--- config.mk ---
export PLATFORM = sky130hd
export DESIGN_NAME = ascon_permutation_ctrl
export DESIGN_NICKNAME = d
export VERILOG_FILES = /design/src/rtl/ascon_permutation_ctrl.sv
export SDC_FILE = /design/constraint.sdc
export NUM_CORES = 1
export LEC_CHECK = 0
export ABC_AREA = 1
export BUFFER_PORTS_ARGS = -buffer_cell sky130_fd_sc_hd__buf_2
export CAP_MARGIN = 20
export CORE_AREA = 3 3 379 381
export DETAILED_ROUTE_END_ITERATION = 16
export DIE_AREA = 0 0 382 384
export HOLD_SLACK_MARGIN = 0.08
export PLACE_DENSITY_LB_ADDON = 0.05
export RECOVER_POWER = 50
export SYNTH_ARGS = -nofsm -noshare
export SYNTH_HDL_FRONTEND = slang
export SYNTH_SLANG_ARGS = --single-unit
--- constraint.sdc ---
create_clock -name clock_i -period 2.65 [get_ports clock_i]
set_clock_uncertainty 0.15 [all_clocks]
set_input_delay 0 -clock clock_i [delete_from_list [all_inputs] [get_ports clock_i]]
set_output_delay 0 -clock clock_i [all_outputs]
set_load 0.01 [all_outputs]
--- src/rtl/ascon_permutation_ctrl.sv ---
// Round sequencer for the ASCON permutation: owns the 320-bit state register and
// steps the round index for p^12 / p^8 / p^6. Word xi occupies bits [64*i+63 : 64*i].
module ascon_permutation_ctrl (
  input  logic         clock_i,
  input  logic         resetb_i,
  input  logic         start_i,
  input  logic [1:0]   mode_i,
  input  logic [319:0] state_i,
  input  logic [319:0] round_state_i,
  output logic [3:0]   round_o,
  output logic [319:0] state_o,
  output logic         ready_o,
  output logic         busy_o,
  output logic         done_o
);

  typedef enum logic [1:0] {
    IDLE = 2'd0,
    RUN  = 2'd1,
    DONE = 2'd2
  } fsm_t;

  localparam logic [3:0] LAST_ROUND = 4'd11;

  fsm_t         fsm_q;
  logic [3:0]   cnt_q;
  logic [319:0] state_q;
  logic         ready_q;
  logic         busy_q;
  logic         done_q;
  logic [3:0]   first_round;

  // Every permutation ends on round 11; shorter ones simply start later.
  always_comb begin
    first_round = 4'd0;
    case (mode_i)
      2'b01:   first_round = 4'd4;
      2'b10:   first_round = 4'd6;
      default: first_round = 4'd0;
    endcase
  end

  // NOTE: all state, including the wide state register, is updated with non-blocking
  // assignments so every flop samples pre-edge values regardless of statement order.
  always_ff @(posedge clock_i or negedge resetb_i) begin
    if (!resetb_i) begin
      fsm_q   <= IDLE;
      cnt_q   <= 4'd0;
      state_q <= '0;
      ready_q <= 1'b1;
      busy_q  <= 1'b0;
      done_q  <= 1'b0;
    end else begin
      case (fsm_q)
        IDLE: begin
          if (start_i) begin
            state_q <= state_i;
            cnt_q   <= first_round;
            fsm_q   <= RUN;
            ready_q <= 1'b0;
            busy_q  <= 1'b1;
          end
        end
        RUN: begin
          state_q <= round_state_i;
          if (cnt_q == LAST_ROUND) begin
            cnt_q  <= 4'd0;
            fsm_q  <= DONE;
            busy_q <= 1'b0;
            done_q <= 1'b1;
          end else begin
            cnt_q <= cnt_q + 4'd1;
          end
        end
        DONE: begin
          fsm_q   <= IDLE;
          done_q  <= 1'b0;
          ready_q <= 1'b1;
        end
        default: begin
          fsm_q   <= IDLE;
          cnt_q   <= 4'd0;
          ready_q <= 1'b1;
          busy_q  <= 1'b0;
          done_q  <= 1'b0;
        end
      endcase
    end
  end

  // The counter is zero outside RUN, so it drives the round index directly.
  assign round_o = cnt_q;
  assign state_o = state_q;
  assign ready_o = ready_q;
  assign busy_o  = busy_q;
  assign done_o  = done_q;

endmodule
==> results of run 1 <==
Yosys cell counts:
library cell  number  share of area [%]
inv_1              7               0.18
dfrtp_1          328                 56
nor2_4             1              0.076
a21oi_1          320                 11
clkbuf_1          50                1.3
nand3_1            3               0.10
buf_4              7               0.36
o21ai_1            2              0.068
inv_2              3              0.076
a31oi_1            1              0.042
nand4_1            1              0.042
nor2_1           328                8.4
buf_2             83                2.8
nand2_4            2               0.15
ha_1               2               0.17
nand2_1          338                8.6
o21ai_0          320                 11
dfstp_2            1               0.18
o22ai_1            1              0.042
logic make-up after synthesis:
kind of cell,count (synthesis)
adders and majority gates,2
buffers and inverters,150
and+or+nand+nor,673
DFF,329
AOI/OAI and AO/OA,644
through the flow:
step	std cells	setup slack, ns
3_5_place_dp	4571	0.452
3_3_place_gp	4571	0.445
2_1_floorplan	1798	1.19
==> metrics.cfg, run 1 <==
[cts]
cts_inserted_buffers = 51
clockRootBuffer = clkbuf_16
htreeDepth = 2
cts_buffer_depth = 3
hold_buffers = 934
numClockSinks = 329
cts-resized-gates = 0
post_cts_buffers = 0

[run_status]
outcome = did not finish
run.stop_error = [ERROR RSZ-0060] Max buffer count reached.
stop_stage = clock tree synthesis

[placement]
postPlaceCellArea_um2 = 22000
portBuffers = 971
place_congestion = 0.826
dp_hpwl_mm = 75.8

[yosys]
synth_warnings = 0
netlist_area_um2 = 14700
synth_cell_types = 19
synth_fa_ha_area_share_pct = 0.170
synthXorXnorAreaFrac_pct = 0
synth_top_family_by_area = compound AO/OA/AOI/OAI gates
ys_seq_elements = 329
syn_inst = 1798
synth_compound_gate_area_share_pct = 21.9
synthSimpleGateAreaFrac_pct = 17.3
seq_area_frac_synth_pct = 55.9
avgSynthCellArea_um2 = 8.19
synth_mux_area_share_pct = 0
syn_nets = 2445

[floorplanning]
rows = 138
fp.dieH_um = 384
die_x_um = 382
start_util_pct = 10.5
boundaryPins = 972

==> run 2: changes to the inputs <==
--- a/config.mk
+++ b/config.mk
@@ -8,11 +8,10 @@
 export ABC_AREA = 1
 export BUFFER_PORTS_ARGS = -buffer_cell sky130_fd_sc_hd__buf_2
 export CAP_MARGIN = 20
-export CORE_AREA = 3 3 379 381
+export CORE_AREA = 3 3 372 374
 export DETAILED_ROUTE_END_ITERATION = 16
-export DIE_AREA = 0 0 382 384
-export HOLD_SLACK_MARGIN = 0.08
-export PLACE_DENSITY_LB_ADDON = 0.05
+export DIE_AREA = 0 0 375 377
+export PLACE_DENSITY_LB_ADDON = 0.15
 export RECOVER_POWER = 50
 export SYNTH_ARGS = -nofsm -noshare
 export SYNTH_HDL_FRONTEND = slang
==> run 2 against run 1 <==
Compared with the run above: the run now ends clean; synthesized cell count did not move; area after synthesis did not move.
==> metrics.cfg, run 2 <==
[placement]
portBuffers = 971  ; unchanged
dp_hpwl_mm = 73.1  ; was 75.8 mm
place_congestion = 0.840  ; was 0.826

[run_status]
outcome = completed  ; was did not finish

[floorplanning]
core_um2 = 135000
start_util_pct = 10.9  ; was 10.5%
die_x_um = 375  ; was 382 um
fp.dieH_um = 377  ; was 384 um
rows = 135  ; was 138
dieArea_um2 = 141000
boundaryPins = 972  ; unchanged

[finish]
largest_reg_flops = 320
areaGrowthSynthToFinish_pct = 113
layout-drive-gt1-share_pct = 26.1
register_area_um2 = 8230
finalNetCount = 4206
fill_cells = 15300
multi_input_area_um2 = 5830
layout_common_cells = 820 x dlygate4sd3_1, 808 x buf_2, 338 x nand2_1
utilization_pct = 23.2
final_common_cell = dlygate4sd3_1

[detailed_routing]
routedWlPerCell_um = 18.8
final_antenna_net_count = 0
routed_via_density = 3.73
drc = 0
wl_mm = 101
first_pass_iters = 4
vias = 20100
drtIter0Drc = 864

[min_path]
whs_endpoint = state_o[50]
worst_hold_path_type = in -> reg
holdPathStages = 4
hp-start = state_i[50]

[sta]
worst_pin_slew_ns = 0.976
layout_min_cycle_time_ns = 2.50
max-slew-margin-rel_pct = 35.0
final_hold_viol_count = 0
setup_viol_count_final = 0
max_freq_mhz = 400
finalMaxSlewViolations = 0
tns_ns = 0
rsz0062_at_grt = false
min_period_over_period_pct = 94.5

[cts]
insertion_delay_ns = 0.60
cts.clk_slew.worst_paths_ns = 0.06
numClockSinks = 329  ; unchanged
cts_buffer_depth = 3  ; unchanged
htreeDepth = 2  ; unchanged
cts_inserted_buffers = 47  ; was 51
clockRootBuffer = clkbuf_16  ; unchanged
cts_tree = yes

[global_routing]
grt_util_all_layers_pct = 13.6
grt_pass1_vias = 21500
antenna_found_initial = 23
grt-ovfl-total = 0
grt_max_degree = 89
grt_pass1_wl_mm = 144

[setup_path]
cp_cell_sequence = inv_2 -> nor2_4 -> buf_12 -> inv_8 -> buf_12 -> buf_12 -> o21ai_0 -> a21oi_1 -> dlygate4sd3_1
reg2reg_slack_ns = 0.15
worstPathArrival_ns = 2.89
critPathRequiredTime_ns = 3.03
end_kind = flop
r2r-start = fsm_q[0]
cp-start-kind = flop
crit_slowest_cell = dlygate4sd3_1
path_class = reg -> reg
critPathMaxStageDelay_ns = 0.56
cpMostUsedCell = buf_12
r2r-end = state_o[49]
cp_max_fo = 70
reg2regPathDepth = 9

[yosys]
synthArstFlopShare_pct = 100  ; unchanged
synth-edff-count = 0  ; unchanged
netlist_area_um2 = 14700  ; unchanged
netlist_top_cells_count = 338 x nand2_1, 328 x dfrtp_1, 328 x nor2_1  ; unchanged
synth_area_leaders = dfrtp_1 56%, a21oi_1 11%, o21ai_0 11%  ; unchanged
dominantRegCellSynth = dfrtp_1  ; unchanged
avgSynthCellArea_um2 = 8.19  ; unchanged
seq_area_frac_synth_pct = 55.9  ; unchanged
yosysMostFrequentCell = nand2_1  ; unchanged
yosys.area.top_type = dfrtp_1  ; unchanged
syn_nets = 2445  ; unchanged
ys_seq_elements = 329  ; unchanged
synth_warnings = 0  ; unchanged
synth_cell_types = 19  ; unchanged
syn_inst = 1798  ; unchanged
netlist.area_leader.share_pct = 55.7  ; unchanged

[power]
total_power_mw = 31.6
switching_share_pct = 40.6
p_leak_nw = 14.6
clockPowerShare_pct = 20.7
seqPwrFrac_pct = 29.1
power_density_nw_per_um2 = 1010
ir_worst_vdd_mv = 0.441
cell_internal_pwr_mw = 18.8
p_sw_mw = 12.8
combPwrFrac_pct = 50.2

[flow_run]
cap_viol_max_count = 0

-- run 2: cell counts after synthesis --
No cell type changed its count.
-- run 2: power by group through the flow --
stage / registers [mW] / logic [mW] / clock network [mW]
floorplan: 10.1 / 4.35 / 0
global placement: 9.30 / 12.4 / 0
detailed placement: 9.22 / 12.3 / 0
CTS: 9.20 / 16.4 / 6.90
global route: 9.55 / 17.3 / 7.04
finish: 9.21 / 15.9 / 6.54
-- run 2: worst max path at each step --
stage / start / endpoint / slack [ns] / cells after the start
finish: fsm_q[0] / state_o[49] / 0.15 / 9
floorplan: fsm_q[1] / state_o[100] / 1.19 / 5
global route: fsm_q[0] / state_o[30] / 0.005 / 9
CTS: fsm_q[1] / state_o[219] / 0.04 / 7
global placement: fsm_q[1] / state_o[256] / 0.60 / 6
detailed placement: fsm_q[1] / state_o[272] / 0.58 / 6
-- run 2: timing repair --
action	4_1_cts	5_1_grt
resized for setup	0	4
endpoints found under the hold margin	654	0
setup buffers	0	1
endpoints found under the setup margin	0	201
hold buffers	821	0
-- run 2: cells by family (layout without fill, tap and decap cells) --
family / count (synthesis) / in the layout / share of synthesized area, %
buffers and inverters: 150 / 1946 / 4.70
AOI/OAI and AO/OA: 644 / 644 / 21.9
DFF: 329 / 329 / 55.9
and+or+nand+nor: 673 / 674 / 17.3
other: 0 / 13 / 0
adders and majority gates: 2 / 2 / 0.170
-- run 2: final cells by class --
type | count | area share (%)
Inverter | 10 | 0.143
Sequential cell | 329 | 26.2
Clock buffer | 74 | 4.51
Clock inverter | 11 | 0.462
Tap cell | 1781 | 7.09
Multi-Input combinational cell | 1320 | 18.6
Timing Repair Buffer | 1851 | 43.0
Antenna cell | 13 | 0.103
-- run 2: critical path, delay by kind of cell, from the launching register on --
kind                   cells  cell delay (ns)
buffers and inverters      6             1.43
AOI/OAI and AO/OA          2             0.32
and+or+nand+nor            1             0.05
DFF                        1             0.39
-- run 2: layer usage --
metal  GRT usage, %  share of wire (%)
met5              0              0.079
met2           23.5                 49
met4           4.76                3.3
met1           16.2                 41
met3           3.60                6.4
-- run 2: through the flow --
step	area, um^2	std cells	hold WS [ns]	setup slack [ns]
2_1_floorplan	14700	1798	-0.446	1.19
3_3_place_gp	21900	4468	-0.0965	0.596
3_5_place_dp	21900	4468	-0.0822	0.582
4_1_cts	31700	5374	0.000884	0.0354
5_1_grt	31400	5386	0.0411	0.00516
6_report	31400	5389	0.0741	0.147
(Power assumes the default switching activity.)
